===== src/rtl/maxpool_ctrl_if.sv =====
`default_nettype none
// ============================================================================
// maxpool_ctrl_if : pixel-stream handshake and pooling-datapath control bundle
// Revision: 1.0
// ============================================================================
interface maxpool_ctrl_if #(
  parameter int COL_W = 5
);
  logic             start;
  logic             in_valid;
  logic             in_ready;
  logic             out_ready;
  logic             out_valid;
  logic             lb_wr_en;
  logic [COL_W-1:0] lb_addr;
  logic             h_en;
  logic             v_en;
  logic             o_en;
  logic             busy;
  logic             done;

  modport master (
    output start, in_valid, out_ready,
    input  in_ready, out_valid, lb_wr_en, lb_addr, h_en, v_en, o_en, busy, done
  );

  modport slave (
    input  start, in_valid, out_ready,
    output in_ready, out_valid, lb_wr_en, lb_addr, h_en, v_en, o_en, busy, done
  );
endinterface
`default_nettype wire


===== src/rtl/maxpool_ctrl.sv =====
`default_nettype none
// ============================================================================
// maxpool_ctrl : sequencer for a 2x2/stride-2 max-pool datapath (enables, line
//                buffer, output handshake). MAXPOOL_CTRL_OUT_CNT_EN adds out_cnt_o.
// Revision: 1.0
// ============================================================================
module maxpool_ctrl #(
  parameter int IMG_W  = 28,
  parameter int IMG_H  = 28,
  parameter int COL_W  = 5,
  parameter int ROW_W  = 5,
  parameter int OCNT_W = 8
) (
  input  logic             clk,
  input  logic             rst,
  maxpool_ctrl_if.slave    bus
`ifdef MAXPOOL_CTRL_OUT_CNT_EN
  ,
  output logic [OCNT_W-1:0] out_cnt_o
`endif
);

  generate
    if ((IMG_W < 2) || ((IMG_W % 2) != 0)) begin : g_bad_img_w
      $error("maxpool_ctrl: IMG_W must be even and >= 2");
    end
    if ((IMG_H < 2) || ((IMG_H % 2) != 0)) begin : g_bad_img_h
      $error("maxpool_ctrl: IMG_H must be even and >= 2");
    end
    if (((1 << COL_W) < IMG_W) || ((1 << ROW_W) < IMG_H) || (COL_W < 2)) begin : g_bad_cnt_w
      $error("maxpool_ctrl: COL_W/ROW_W too narrow for image size");
    end
    if (OCNT_W < 1) begin : g_bad_ocnt_w
      $error("maxpool_ctrl: OCNT_W must be >= 1");
    end
  endgenerate

  localparam logic [COL_W-1:0] c_COL_LAST = COL_W'(IMG_W - 1);
  localparam logic [ROW_W-1:0] c_ROW_LAST = ROW_W'(IMG_H - 1);

  typedef enum logic [1:0] {
    S_IDLE  = 2'd0,
    S_RUN   = 2'd1,
    S_FLUSH = 2'd2,
    S_DONE  = 2'd3
  } state_t;

  state_t           state_q, state_d;
  logic [COL_W-1:0] col_q, col_d;
  logic [ROW_W-1:0] row_q, row_d;
  logic             out_valid_q, out_valid_d;

  logic w_in_ready;
  logic w_accept;
  logic w_v_en;
  logic w_o_en;

  // Stall while an unconsumed pooled value would be overwritten by a new window.
  assign w_in_ready = (state_q == S_RUN) & ~(out_valid_q & ~bus.out_ready);
  assign w_accept   = bus.in_valid & w_in_ready;
  assign w_v_en     = w_accept & col_q[0];
  assign w_o_en     = w_v_en & row_q[0];

  assign bus.in_ready  = w_in_ready;
  assign bus.h_en      = w_accept & ~col_q[0];
  assign bus.v_en      = w_v_en;
  assign bus.o_en      = w_o_en;
  assign bus.lb_wr_en  = w_v_en & ~row_q[0];
  assign bus.lb_addr   = {1'b0, col_q[COL_W-1:1]};
  assign bus.out_valid = out_valid_q;
  assign bus.busy      = (state_q == S_RUN) | (state_q == S_FLUSH);
  assign bus.done      = (state_q == S_DONE);

  always_comb begin
    state_d     = state_q;
    col_d       = col_q;
    row_d       = row_q;
    out_valid_d = w_o_en | (out_valid_q & ~bus.out_ready);
    case (state_q)
      S_IDLE: begin
        if (bus.start) begin
          state_d = S_RUN;
          col_d   = '0;
          row_d   = '0;
        end
      end
      S_RUN: begin
        if (w_accept) begin
          if (col_q == c_COL_LAST) begin
            col_d = '0;
            if (row_q == c_ROW_LAST) begin
              row_d   = '0;
              state_d = S_FLUSH;
            end else begin
              row_d = row_q + ROW_W'(1);
            end
          end else begin
            col_d = col_q + COL_W'(1);
          end
        end
      end
      S_FLUSH: begin
        if (~out_valid_q | bus.out_ready) state_d = S_DONE;
      end
      S_DONE:  state_d = S_IDLE;
      default: state_d = S_IDLE;
    endcase
  end

  always_ff @(posedge clk or posedge rst) begin
    if (rst) begin
      state_q     <= S_IDLE;
      col_q       <= '0;
      row_q       <= '0;
      out_valid_q <= 1'b0;
    end else begin
      state_q     <= state_d;
      col_q       <= col_d;
      row_q       <= row_d;
      out_valid_q <= out_valid_d;
    end
  end

`ifdef MAXPOOL_CTRL_OUT_CNT_EN
  logic [OCNT_W-1:0] out_cnt_q, out_cnt_d;

  always_comb begin
    out_cnt_d = out_cnt_q;
    if ((state_q == S_IDLE) & bus.start) begin
      out_cnt_d = '0;
    end else if (out_valid_q & bus.out_ready) begin
      out_cnt_d = out_cnt_q + OCNT_W'(1);
    end
  end

  always_ff @(posedge clk or posedge rst) begin
    if (rst) out_cnt_q <= '0;
    else     out_cnt_q <= out_cnt_d;
  end

  assign out_cnt_o = out_cnt_q;
`endif

endmodule
`default_nettype wire

===== src/flat_wrapper.sv =====
// flat-port wrapper written by rule: the top's interface ports become plain ports
module maxpool_ctrl_flat 
#(
  parameter int IMG_W  = 28,
  parameter int IMG_H  = 28,
  parameter int COL_W  = 5,
  parameter int ROW_W  = 5,
  parameter int OCNT_W = 8
)
  (clk, rst, bus_start, bus_in_valid, bus_out_ready, bus_in_ready, bus_out_valid, bus_lb_wr_en, bus_lb_addr, bus_h_en, bus_v_en, bus_o_en, bus_busy, bus_done);
  maxpool_ctrl_if #(.COL_W(COL_W)) bus_i ();
  input  logic clk;
  input  logic rst;
  input wire logic [$bits(bus_i.start)-1:0] bus_start;
  input wire logic [$bits(bus_i.in_valid)-1:0] bus_in_valid;
  input wire logic [$bits(bus_i.out_ready)-1:0] bus_out_ready;
  output wire logic [$bits(bus_i.in_ready)-1:0] bus_in_ready;
  output wire logic [$bits(bus_i.out_valid)-1:0] bus_out_valid;
  output wire logic [$bits(bus_i.lb_wr_en)-1:0] bus_lb_wr_en;
  output wire logic [$bits(bus_i.lb_addr)-1:0] bus_lb_addr;
  output wire logic [$bits(bus_i.h_en)-1:0] bus_h_en;
  output wire logic [$bits(bus_i.v_en)-1:0] bus_v_en;
  output wire logic [$bits(bus_i.o_en)-1:0] bus_o_en;
  output wire logic [$bits(bus_i.busy)-1:0] bus_busy;
  output wire logic [$bits(bus_i.done)-1:0] bus_done;
  assign bus_i.start = bus_start;
  assign bus_i.in_valid = bus_in_valid;
  assign bus_i.out_ready = bus_out_ready;
  assign bus_in_ready = bus_i.in_ready;
  assign bus_out_valid = bus_i.out_valid;
  assign bus_lb_wr_en = bus_i.lb_wr_en;
  assign bus_lb_addr = bus_i.lb_addr;
  assign bus_h_en = bus_i.h_en;
  assign bus_v_en = bus_i.v_en;
  assign bus_o_en = bus_i.o_en;
  assign bus_busy = bus_i.busy;
  assign bus_done = bus_i.done;
  maxpool_ctrl #(.IMG_W(IMG_W), .IMG_H(IMG_H), .COL_W(COL_W), .ROW_W(ROW_W), .OCNT_W(OCNT_W)) u_core (.clk(clk), .rst(rst), .bus(bus_i));
endmodule

===== config.mk =====
export PLATFORM = sky130hd
export DESIGN_NAME = maxpool_ctrl_flat
export DESIGN_NICKNAME = d
export VERILOG_FILES = /design/src/rtl/maxpool_ctrl_if.sv /design/src/rtl/maxpool_ctrl.sv /design/src/flat_wrapper.sv
export SDC_FILE = /design/constraint.sdc
export NUM_CORES = 1
export LEC_CHECK = 0
export BUFFER_PORTS_ARGS = -buffer_cell sky130_fd_sc_hd__buf_2
export CAP_MARGIN = 20
export CORE_MARGIN = 5
export CORE_UTILIZATION = 47
export DETAILED_ROUTE_END_ITERATION = 12
export PLACE_DENSITY = 0.8
export SYNTH_ARGS = -nofsm -noshare
export SYNTH_HDL_FRONTEND = slang
export SYNTH_SLANG_ARGS = --single-unit

===== constraint.sdc =====
create_clock -name clk -period 1.7 [get_ports clk]
set_input_delay 0.255 -clock clk [delete_from_list [all_inputs] [get_ports clk]]
set_output_delay 0.255 -clock clk [all_outputs]
set_load 0.005 [all_outputs]

### Word level (Yosys, flattened, before mapping)

Cells that the tools add are included.

* multiplexer cells: 14
* reductions and logical operators: 5
* equal/unequal tests: 10
* bitwise logic cells: 15
* add/subtract/negate cells: 2

Operators with widths (number)
* $mux W5: 6
* $pmux W5 S2: 2
* $add A5 B1 Y5 const B: 2
* $eq A5 B5 Y1 const B: 2
* $mux W2: 5
* $ne A2 B2 Y1 const B: 4
* $pmux W2 S4: 1
* $and A1 B1 Y1: 7
* $not A1 Y1: 5
* $reduce_and A5 Y1: 1
* $eq A2 B2 Y1 const B: 2
* $reduce_and A4 Y1: 1
* $or A1 B1 Y1: 3
* $reduce_and A3 Y1: 1
* $eq A2 B1 Y1 const B: 1
* $logic_not A2 Y1: 1
* $ne A2 B1 Y1 const B: 1
* $reduce_bool A2 Y1: 1

* logic and storage cells: 50
* input port bits: 5
* register bits after elaboration: 13
* output and inout bits: 13

### Depth between registers and ports, before layout

Gate-level depths: netlist of the first run.

* depth in word-level cells: 8
* depth in mapped cells: 7
* gate-level depth less buffers: 6

### Least setup slack after synthesis of the first run

Ideal clock, no wire load.

* kind: register to register
* start: register u_core.state_q[1]
* end: register u_core.row_q[2]
* arrival: 1.460 ns
* setup time: 0.133 ns
* stages on the path, launching flop included: 8
* buffers on the path: 1
* slack: 0.107 ns
* data required time: 1.567 ns
* clock period less this slack: 1.593 ns
* cell sequence: dfrtp_1 -> inv_1 -> ha_1 -> nand3b_1 -> o2111ai_1 -> buf_2 -> o31ai_1 -> o41ai_1

* word-level cells in the longest chain between the ends: 5
* elaborated cells between the ends (all ways): 10
* classes of those cells: 4 x eq/ne; 1 x mux; 2 x bitwise; 3 x reduce/logical

RTL lines
* from (decl): RTL line maxpool_ctrl.sv:48 `state_t state_q, state_d;`
* from (signal assigned): RTL line maxpool_ctrl.sv:117 `state_q <= state_d;`
* $eq A2 B1 Y1: RTL line maxpool_ctrl.sv:59, maxpool_ctrl.sv:79
* $and A1 B1 Y1: RTL line maxpool_ctrl.sv:59 `assign w_in_ready = (state_q == S_RUN) & ~(out_valid_q & ~bus.out_ready);`
* $and A1 B1 Y1: RTL line maxpool_ctrl.sv:60 `assign w_accept = bus.in_valid & w_in_ready;`
* $ne A2 B1 Y1 (no source line)
* $reduce_and A4 Y1 (no source line)
* to (signal assigned): RTL line maxpool_ctrl.sv:119 `row_q <= row_d;`
* to (decl): RTL line maxpool_ctrl.sv:50 `logic [ROW_W-1:0] row_q, row_d;`

Several ways; a longest one is shown, not always the timed one.
A chain may end at the register's enable or synchronous reset.

### Worst setup path in the final report of the first run

* start: register u_core.state_q[1]
* end: output port bus_lb_wr_en

* word-level cells in the longest chain between the ends: 5

RTL lines
* $eq A2 B1 Y1: RTL line maxpool_ctrl.sv:59
* $and A1 B1 Y1: RTL line maxpool_ctrl.sv:59
* $and A1 B1 Y1: RTL line maxpool_ctrl.sv:60
* $and A1 B1 Y1: RTL line maxpool_ctrl.sv:61 `assign w_v_en = w_accept & col_q[0];`
* $and A1 B1 Y1: RTL line maxpool_ctrl.sv:68 `assign bus.lb_wr_en = w_v_en & ~row_q[0];`
* to (decl): RTL line flat_wrapper.sv:19 `output wire logic [$bits(bus_i.lb_wr_en)-1:0] bus_lb_wr_en;`

Every way passes these cells.

==> results by group, run 1 <==
Power and ir drop
  • Total power: 1.22 mW
  • Peak supply drop: 658 uV
  • Clock power share: 15.7%
  • Share of power burned in registers: 39.4%
  • Int Power: 0.767 mW
  • Sw Share: 37.3%
  • Power per cell area: 1090 nW/um2
  • Combinational fraction of design power: 44.8%
  • Switch Pwr: 0.456 mW
  • Static leakage: 0.563 nW

Floorplan
  • Width of the die: 53.2 um
  • Core ar.: 1750 um2
  • Initial Utilization: 50.3%
  • Die ar.: 2830 um2
  • Num rows: 15
  • Die Span Y: 53.2 um
  • I/O pin count: 18

Synth
  • Largest family of logic cells by synthesized area: simple AND/OR/NAND/NOR gates
  • Syn avg cell area: 9.14 um2
  • Ys Warns: 0
  • Biggest area consumer among synthesized cells: dfrtp_1
  • Synth top area share: 37.1%
  • Synth Area in XOR/XNOR: 0%
  • Portion of netlist area occupied by mux cells: 1.28%
  • Post-Synth Adder-Cell Area: 9.99%
  • Synth unique cells: 32
  • Synth Cell Area: 877 um2
  • Register area share after synthesis: 37.1%
  • Synth Area in Simple Gates: 26.1%
  • FF+latch count, synth: 13
  • Synth Net Count: 108
  • Mapped Cells: 96
  • Ys flop type: dfrtp_1
  • Compound-Gate Fraction of Synth Area: 15.8%
  • Asr flop ratio synth: 100%
  • Post-synth EDFFs: 0
  • Largest cells by area after synthesis: dfrtp_1 37%, ha_1 10%, nand2_1 4.7%

Setup path
  • Setup crit start kind: flip-flop
  • CP max stage delay: 400 ps
  • CP Cell Sequence: inv_2, ha_4, and4_4, nor2b_4, buf_2
  • CP Data Required Time: 1440 ps
  • Crit Path Category: flip-flop to output port
  • Worst r2r dst: u_core.state_q[1]
  • Slowest CP cell: dfrtp_1
  • R2r setup slk: 60 ps
  • Critical Path End Type: output port
  • CP arrival: 1410 ps
  • R2R depth: 6
  • Critical Path Fanout Max: 8
  • Crit Reg-Reg Startpoint: u_core.state_q[0]

Clock network
  • Clk_lat worst skew: 290 ps
  • Clock transition at path regs: 80 ps
  • Clk buf depth: 2
  • Cts bufs inserted: 3
  • Root buffer cell: clkbuf_4
  • Sink Count: 13
  • Max H-tree Level: 1
  • CTS tree: yes

Placement
  • Cell Area, Placed: 1030 um2
  • Post-Place Cells: 142
  • Port bufs: 16
  • Dpl ws: 32.3 ps
  • HPWL reported at the end of detailed placement: 1420 um
  • Final GP Congestion: 0.795

Min path
  • HP Start: bus_out_ready
  • Worst Hold End: u_core.bus.out_valid
  • HP Class: input pin to flip-flop
  • Hold path depth: 3

Global route
  • Largest net degree at the start of global routing: 14
  • Vias in the first global route: 717
  • Overflow after GRT: 0
  • First-pass GRT wire length: 3120 um
  • Initial antenna violation count: 0
  • GRT Util Overall: 15.9%

STA
  • Final period util: 97.8%
  • Worst slew pin tran: 503 ps
  • Fin. Hold Viols: 0
  • Final Skew: 10.4 ps
  • Setup violators final: 0
  • Post-route worst setup slack: 37.5 ps
  • Rel. slew slack: 66.4%
  • RSZ-0062 raised after global routing: true
  • Max-slew violation count: 0
  • WHS: 273 ps
  • Fmax: 602 MHz
  • Post-layout minimum cycle time: 1660 ps

Routing
  • ANT nets after route: 0
  • Starting DRT DRC Count: 14
  • Router iterations before antenna repair: 4
  • Mean routed wirelength per cell: 12.9 um
  • Routed wire length: 1920 um
  • Via Count: 790
  • Post-route DRC: 0
  • Vias/cell: 5.30

Cells and area
  • Nets: 137
  • Share of cells above drive strength 1: 36.3%
  • Final instance area: 1120 um2
  • Post-route insts no fill: 149
  • Ant diodes: 0
  • Area growth syn-to-layout: 27.5%

Job
  • Max-cap violations: 0

Outcome
  • Outcome: complete, no violations
sequential cells by signal, indices dropped and copies added (netlist names):
| signal | count |
|---|---|
| u_core.bus.out_valid | 1 |
| u_core.row_q | 5 |
| u_core.state_q | 2 |
| u_core.col_q | 5 |
synthesized netlist by cell type, types with 2 or more instances:
master     n
a21o_1     3
and2_1     2
buf_2      2
buf_4      5
dfrtp_1   13
ha_1       7
inv_1      6
nand2_1   11
nand2b_1   4
nand3_1    5
nand3b_1   2
nand4b_1   4
nor2_1     4
nor2b_1    3
o21ai_0    5
o31ai_1    3
o41ai_1    2
power by group through the flow:
stage	combinational, mW	sequential [mW]	clock (mW)
after CTS	0.518	0.481	0.206
final	0.548	0.483	0.192
after detailed placement	0.515	0.488	0
after floorplan	0.341	0.484	0
after global routing	0.620	0.501	0.219
after global placement	0.502	0.484	0
logic make-up (layout without fill, tap and decap cells):
group,Yosys count,after routing
AOI/OAI and AO/OA,19,19
adders and majority gates,7,7
buffers and inverters,14,42
DFF,13,13
muxes,1,1
other,1,1
and+or+nand+nor,41,41
placed cells by master (no fill, tap or decap), types with 2 or more instances in the layout:
master / count
nand3b_1: 2
nor2b_1: 2
buf_4: 15
ha_1: 5
nor2_1: 4
inv_1: 4
o41ai_1: 2
buf_2: 16
o31ai_1: 2
a21o_1: 3
clkbuf_4: 3
nand2_1: 10
nand4b_1: 4
nand2b_1: 4
o21ai_0: 5
inv_2: 2
dfrtp_1: 13
nand3_1: 5
worst max-delay path: cells and delay by family, from the launching register on:
family | cells | cell delay [ps]
AND/OR/NAND/NOR | 2 | 360
flip-flops | 1 | 400
buffers and inverters | 2 | 200
adder cells (fa/ha/maj) | 1 | 170
per-layer routing:
metal,global-route usage [%],up-vias,share of wire (%)
met5,0,-,0
met4,11.5,0,2.7
met3,5.35,5,6.3
met2,24.1,20,49
met1,18.4,371,42
li1,-,394,-
layout make-up:
cell class / instances / area (um2)
multi-input combinational: 69 / 510
clock buffer: 4 / 26.3
fill: 155 / 627
sequential: 13 / 325
tap: 25 / 31.3
inverter: 6 / 22.5
timing repair buffer: 32 / 203
worst max-delay path by stage:
stage,start,to,slack (ps),cells past startpoint
5_1_grt,u_core.state_q[1],bus_lb_wr_en,-70,5
3_3_place_gp,u_core.state_q[1],u_core.col_q[3],70,6
3_5_place_dp,u_core.state_q[1],u_core.col_q[3],30,6
2_1_floorplan,u_core.state_q[1],u_core.row_q[2],110,7
4_1_cts,u_core.state_q[1],bus_lb_wr_en,8,5
6_report,u_core.state_q[1],bus_lb_wr_en,40,5
metrics by stage:
step	setup TNS, ps	utilization (%)
floorplan	0	-
global placement	0	58.9
detailed placement	0	58.9
CTS	0	61.6
global route	-167	64.1
finish	0	64.1
repair_timing:
item                                    CTS  global route
gates resized for setup                   3             9
endpoints found under the setup margin    4            10
hold buffers                              1             0
pin swaps                                 0             2
setup buffers                             0             2
hold endpoints to repair                 13             0
(Power assumes the default switching activity.)
==> run 2: changes to the inputs <==
- ABC_AREA: not set -> 1
- CORE_UTILIZATION: 47 -> 48
- SLEW_MARGIN: not set -> 5
==> run 2 against run 1 <==
  * The run now ends with hold timing left
  * Setup slack improved by 1.5 ps
  * Die area up 5.8%
  * First-iteration DRC count grew 64%
  * Global-route usage decreased by 1.9 points
  * Clock skew is 3.2 ps lower
  * Highest routed layer unchanged
  * Critical path depth increased by 1
  * Synthesized cell count grew 36%
  * Maximum frequency is essentially flat
  * Synthesized area increased by 9.4%
==> results by group, run 2 <==
STA
  • RSZ-0062 raised after global routing: true (unchanged)
  • Final period util: 97.7% (was 97.8%)
  • Fin. Hold Viols: 7 (was 0)
  • Setup violators final: 0 (unchanged)
  • Max-slew violation count: 0 (unchanged)
  • Setup_tns: 0 ps (unchanged)
  • Rel. slew slack: 66.4% (about the same)
  • Fmax: 602 MHz (about the same)
  • Worst slew pin tran: 503 ps (about the same)
  • WHS: -7.80 ps (was 273 ps)
  • Post-layout minimum cycle time: 1660 ps (about the same)
  • Final Skew: 7.22 ps (was 10.4 ps)

Setup path
  • Critical Path Fanout Max: 7 (was 8)
  • Crit Path Category: flip-flop to output port (unchanged)
  • Worst setup path startpoint: u_core.state_q[1] (unchanged)
  • R2R depth: 8 (was 6)
  • Slowest CP cell: dfrtp_1 (unchanged)
  • Setup crit start kind: flip-flop (unchanged)
  • Critical path buffers and inverters: 3 (was 2)
  • Critical Path End Type: output port (unchanged)
  • Worst r2r dst: u_core.row_q[0] (was u_core.state_q[1])
  • Crit Reg-Reg Startpoint: u_core.state_q[0] (unchanged)
  • R2r setup slk: 120 ps (was 60 ps)
  • CP Data Required Time: 1440 ps (about the same)
  • CP max stage delay: 390 ps (was 400 ps)
  • Delay-heaviest family, CP: flip-flops (unchanged)
  • CP arrival: 1410 ps (about the same)
  • Worst setup endpoint: bus_h_en (was bus_lb_wr_en)
  • CP Cell Sequence: inv_2, ha_4, buf_6, nand3_2, nor2_1, buf_2 (was inv_2, ha_4, and4_4, nor2b_4, buf_2)
  • Critical path depth: 6 (was 5)

Routing
  • Mean routed wirelength per cell: 12.0 um (was 12.9 um)
  • Starting DRT DRC Count: 23 (was 14)
  • Post-route DRC: 0 (unchanged)
  • Router iterations before antenna repair: 4 (unchanged)
  • Via Count: 861 (was 790)
  • Vias/cell: 4.84 (was 5.30)
  • ANT nets after route: 0 (unchanged)
  • Routed wire length: 2140 um (was 1920 um)

Synth
  • Asr flop ratio synth: 100% (unchanged)
  • Most common cell in the netlist: nand2_1 (was dfrtp_1)
  • Largest cells by area after synthesis: dfrtp_1 34%, nand2_1 13%, ha_1 9.1% (was dfrtp_1 37%, ha_1 10%, nand2_1 4.7%)
  • Synth Net Count: 143 (was 108)
  • Synth top area share: 33.9% (was 37.1%)
  • Post-synth EDFFs: 0 (unchanged)
  • Synth Cell Area: 960 um2 (was 877 um2)
  • Mapped Cells: 131 (was 96)
  • Synth unique cells: 25 (was 32)
  • Syn avg cell area: 7.33 um2 (was 9.14 um2)
  • Biggest area consumer among synthesized cells: dfrtp_1 (unchanged)
  • Ys Warns: 0 (unchanged)
  • Synth cell count leaders: 34 x nand2_1, 16 x inv_1, 16 x nand3_1 (was 13 x dfrtp_1, 11 x nand2_1, 7 x ha_1)
  • Ys flop type: dfrtp_1 (unchanged)
  • FF+latch count, synth: 13 (unchanged)
  • Register area share after synthesis: 33.9% (was 37.1%)

Power and ir drop
  • Peak supply drop: 1040 uV (was 658 uV)
  • Total power: 1.79 mW (was 1.22 mW)
  • Static leakage: 0.613 nW (was 0.563 nW)
  • Power per cell area: 1560 nW/um2 (was 1090 nW/um2)

Global route
  • Gr busiest metal: met2 (unchanged)
  • Largest net degree at the start of global routing: 14 (unchanged)
  • First-pass GRT wire length: 3070 um (was 3120 um)
  • Vias in the first global route: 761 (was 717)
  • Met2 usage: 23.6% (was 24.1%)
  • GRT Util Overall: 14.0% (was 15.9%)
  • Overflow after GRT: 0 (unchanged)
  • Initial antenna violation count: 0 (unchanged)
  • M1 GR Usage: 17.1% (was 18.4%)
  • M3 GR Usage: 2.72% (was 5.35%)

Clock network
  • Clk buf depth: 2 (unchanged)
  • Max H-tree Level: 1 (unchanged)
  • Cts bufs inserted: 3 (unchanged)
  • Hold_buf cts: 0 (was 1)
  • Sink Count: 13 (unchanged)
  • Clock transition at path regs: 90 ps (was 80 ps)
  • CTS tree: yes (unchanged)
  • Root buffer cell: clkbuf_4 (unchanged)
  • Clk_lat worst skew: 270 ps (was 290 ps)

Cells and area
  • Nets: 164 (was 137)
  • Area growth syn-to-layout: 19.6% (was 27.5%)
  • Most frequent cells in the layout: 33 x nand2_1, 16 x buf_2, 15 x inv_1, 14 x nand3_1, 13 x nor2_1 (was 16 x buf_2, 15 x buf_4, 13 x dfrtp_1, 10 x nand2_1)
  • Share of cells above drive strength 1: 27.2% (was 36.3%)
  • Biggest regs: u_core.col_q x5, u_core.row_q x5, u_core.state_q x2 (unchanged)
  • Most common cell after layout, fill and taps aside: nand2_1 (was buf_2)
  • Ant diodes: 0 (unchanged)

Placement
  • HPWL reported at the end of detailed placement: 1420 um (about the same)
  • Port bufs: 16 (unchanged)
  • Final GP Congestion: 0.798 (was 0.795)

Job
  • Max-cap violations: 0 (unchanged)

Floorplan
  • Initial Utilization: 49.4% (was 50.3%)
  • Num rows: 16 (was 15)
  • Die Span Y: 54.7 um (was 53.2 um)
  • Width of the die: 54.7 um (was 53.2 um)
  • Die ar.: 2990 um2 (was 2830 um2)
  • Core ar.: 1940 um2 (was 1750 um2)
  • I/O pin count: 18 (unchanged)

Outcome
  • Failing checks: hold timing
  • Outcome: complete, but fails checks (was complete, no violations)

Min path
  • HP Class: input pin to async pin (was input pin to flip-flop)
## run 2: cell families after synthesis
kind of cell | Yosys count | share of synthesized area [%]
DFF | 13 | 33.9
adders and majority gates | 7 | 9.13
AOI/OAI and AO/OA | 14 | 9.91
other | 1 | 0.391
buffers and inverters | 25 | 13.3
and+or+nand+nor | 70 | 32.5
xor gates and xnor gates | 1 | 0.913
## run 2: cell type report
type	instances	area [um2]
inverter	18	72.6
fill	186	795
sequential	13	327
tap	27	33.8
timing repair buffer	23	149
clock buffer	4	26.3
multi-input combinational	93	539
## run 2: stage by stage
| stage | area, um2 | hold slack [ps] | setup WS [ps] | instances | util, % |
|---|---|---|---|---|---|
| floorplan | 960 | 132 | 242 | 131 | - |
| global placement | 1040 | 305 | 180 | 169 | 53.6 |
| detailed placement | 1040 | 312 | 118 | 169 | 53.6 |
| CTS | 1090 | 16.3 | 23.1 | 174 | 56.3 |
| global route | 1150 | 22.8 | -61.7 | 178 | 59.1 |
| finish | 1150 | -7.80 | 39.0 | 178 | 59.1 |
## run 2: repair_timing
action                                  4_1_cts  5_1_grt
gates resized for setup                       4        7
pin swaps                                     0        3
endpoints found under the hold margin         0        0
setup buffers                                 1        4
endpoints found under the setup margin        4        9
## run 2: worst min path at each step
| stage | startpoint | endpoint | slack (ps) | cells past startpoint |
|---|---|---|---|---|
| global route | rst | u_core.col_q[0] | 20 | 2 |
| CTS | rst | u_core.col_q[0] | 20 | 2 |
| global placement | rst | u_core.row_q[4] | 300 | 2 |
| finish | rst | u_core.col_q[0] | -8 | 2 |
| floorplan | rst | u_core.bus.out_valid | 130 | 1 |
| detailed placement | rst | u_core.row_q[4] | 310 | 2 |
## run 2: power by group
part	total, mW	switching [mW]	internal, mW
logic	1.12	0.629	0.489
clock network	0.194	0.103	0.0907
registers	0.480	0.0933	0.387
total	1.79	0.825	0.967
## run 2: per-layer routing
layer	vias up	wire, um
met1	380	944
met2	26	1030
met3	4	115
li1	451	-
met4	0	44
met5	-	0
==> run 3: changes to the inputs <==
- BUFFER_PORTS_ARGS: -buffer_cell sky130_fd_sc_hd__buf_2 -> not set
- CORE_UTILIZATION: 48 -> 50
- DONT_BUFFER_PORTS: not set -> 1
- PLACE_DENSITY: 0.8 -> 0.75
==> run 3 against run 2 <==
  * The run now ends clean
  * Combinational power fell by 12%
  * Sequential share of layout area up 2.1 points
  * Design area fell by 6.9%
  * Critical path type unchanged
  * Critical endpoint is now bus_o_en
  * Largest power group unchanged
==> results by group, run 3 (synthesized netlist as in run 2, its figures left out) <==
Outcome
  • Outcome: complete, no violations (was complete, but fails checks)

STA
  • Post-layout minimum cycle time: 1650 ps (was 1660 ps)
  • Worst slew pin tran: 504 ps (was 503 ps)
  • Fmax: 607 MHz (was 602 MHz)
  • Setup violators final: 0 (unchanged)
  • Max-slew violation count: 0 (unchanged)
  • Final period util: 97.0% (was 97.7%)
  • Final Skew: 9.61 ps (was 7.22 ps)
  • Rel. slew slack: 66.3% (was 66.4%)
  • Post-route worst setup slack: 51.3 ps (was 39.0 ps)
  • Fin. Hold Viols: 0 (was 7)

Clock network
  • Clk buf depth: 2 (unchanged)
  • CTS tree: yes (unchanged)
  • Cts bufs inserted: 3 (unchanged)
  • Max H-tree Level: 1 (unchanged)
  • Root buffer cell: clkbuf_4 (unchanged)
  • Clk_lat worst skew: 290 ps (was 270 ps)
  • Sink Count: 13 (unchanged)
  • Clock transition at path regs: 80 ps (was 90 ps)

Setup path
  • Crit Reg-Reg Startpoint: u_core.state_q[0] (unchanged)
  • R2R depth: 8 (unchanged)
  • Critical Path Fanout Max: 4 (was 7)
  • Critical Path End Type: output port (unchanged)
  • Worst setup endpoint: bus_o_en (was bus_h_en)
  • CP arrival: 1390 ps (was 1410 ps)
  • Worst r2r dst: u_core.row_q[2] (was u_core.row_q[0])
  • Crit Path Category: flip-flop to output port (unchanged)
  • Setup crit start kind: flip-flop (unchanged)
  • R2r setup slk: 120 ps (about the same)
  • Worst setup path startpoint: u_core.state_q[1] (unchanged)
  • CP Data Required Time: 1440 ps (about the same)

Floorplan
  • Die Span Y: 53.8 um (was 54.7 um)
  • Die ar.: 2900 um2 (was 2990 um2)
  • Core ar.: 1780 um2 (was 1940 um2)
  • Num rows: 15 (was 16)
  • I/O pin count: 18 (unchanged)
  • Initial Utilization: 53.8% (was 49.4%)
  • Width of the die: 53.8 um (was 54.7 um)

Routing
  • Router iterations before antenna repair: 4 (unchanged)
  • ANT nets after route: 0 (unchanged)
  • Via Count: 815 (was 861)
  • Starting DRT DRC Count: 9 (was 23)
  • Mean routed wirelength per cell: 13.0 um (was 12.0 um)
  • Post-route DRC: 0 (unchanged)
  • Vias/cell: 5.06 (was 4.84)
  • Routed wire length: 2090 um (was 2140 um)

Cells and area
  • Ant diodes: 0 (unchanged)
  • Final core occ: 59.9% (was 59.1%)
  • Most frequent cells in the layout: 33 x nand2_1, 15 x inv_1, 15 x nand3_1, 12 x dfrtp_1, 11 x nor2_1 (was 33 x nand2_1, 16 x buf_2, 15 x inv_1, 14 x nand3_1, 13 x nor2_1)
  • Most common cell after layout, fill and taps aside: nand2_1 (unchanged)
  • Nets: 149 (was 164)
  • Biggest regs: u_core.col_q x5, u_core.row_q x5, u_core.state_q x2 (unchanged)
  • Share of cells above drive strength 1: 19.1% (was 27.2%)
  • Area growth syn-to-layout: 11.3% (was 19.6%)
  • FILL cells: 175 (was 186)

Global route
  • Vias in the first global route: 748 (was 761)
  • Overflow after GRT: 0 (unchanged)
  • First-pass GRT wire length: 3370 um (was 3070 um)
  • Largest net degree at the start of global routing: 14 (unchanged)
  • Initial antenna violation count: 0 (unchanged)
  • GRT Util Overall: 16.9% (was 14.0%)

Placement
  • Dpl ws: 130 ps (was 118 ps)
  • HPWL reported at the end of detailed placement: 1450 um (was 1420 um)
  • Port bufs: 0 (was 16)
  • Final GP Congestion: 0.828 (was 0.798)

Job
  • Max-cap violations: 0 (unchanged)

Power and ir drop
  • Peak supply drop: 1030 uV (was 1040 uV)
  • Power per cell area: 1550 nW/um2 (was 1560 nW/um2)
  • Static leakage: 0.535 nW (was 0.613 nW)

Min path
  • HP Class: input pin to flip-flop (was input pin to async pin)
[run 3: cell count changes in the layout (fill, tap and decap cells not counted), moves of 2 or more]
cell | before | now
nand3_2 | 2 | 0
buf_4 | 5 | 7
nor2_1 | 13 | 11
buf_2 | 16 | 0
[run 3: worst min path at each step]
stage | from | depth (start not counted) | slack (ps) | end
2_1_floorplan | rst | 1 | 130 | u_core.bus.out_valid
3_3_place_gp | rst | 1 | 200 | u_core.col_q[2]
3_5_place_dp | rst | 1 | 200 | u_core.col_q[1]
4_1_cts | bus_in_valid | 2 | 180 | u_core.bus.out_valid
5_1_grt | bus_in_valid | 2 | 220 | u_core.bus.out_valid
6_report | bus_in_valid | 2 | 200 | u_core.bus.out_valid
[run 3: cell type report]
class / instances / area (um2) / share of cell area [%]
inverters: 18 / 70.1 / 6.56
multi-input cells: 93 / 552 / 51.6
well taps: 25 / 31.3 / 2.93
clock buffers: 4 / 26.3 / 2.46
repair buffers: 8 / 62.6 / 5.85
flip-flops and latches: 13 / 327 / 30.6
[run 3: worst max-delay path: stages, from the launching register on]
cell and delay (ps):
dfrtp_1 390, inv_2 100, ha_4 160, inv_4 50
a21oi_4 150, nand3_4 120, nor2_4 130
[run 3: through the flow]
step,instances,instance area (um2),TNS [ps],hold WS (ps),power (mW)
2_1_floorplan,131,960,0,132,1.17
3_3_place_gp,153,961,0,200,1.28
3_5_place_dp,153,961,0,205,1.32
4_1_cts,159,1030,0,179,1.58
5_1_grt,161,1070,-40.8,217,1.81
6_report,161,1070,0,196,1.66
[run 3: what timing repair did]
| item | in CTS | in global routing |
|---|---|---|
| setup buffers | 1 | 2 |
| setup endpoints to repair | 4 | 8 |
| pin swaps | 1 | 3 |
| resized for setup | 6 | 6 |
| hold buffers | 1 | 0 |
| cloned | 0 | 0 |
| endpoints found under the hold margin | 13 | 0 |
[run 3: power by group]
part           total [mW]  internal (mW)  switching, mW
clock               0.197         0.0913          0.105
combinational       0.983          0.379          0.604
sequential          0.480          0.387         0.0928
[run 3: routing by layer]
metal  vias to the layer above  GRT usage, %  share of wire (%)
met1                       373          20.0                 45
met2                        16          27.2                 48
met4                         0          11.5                3.5
met5                         -             0                  0
met3                         7          3.32                3.8
li1                        419             -                  -
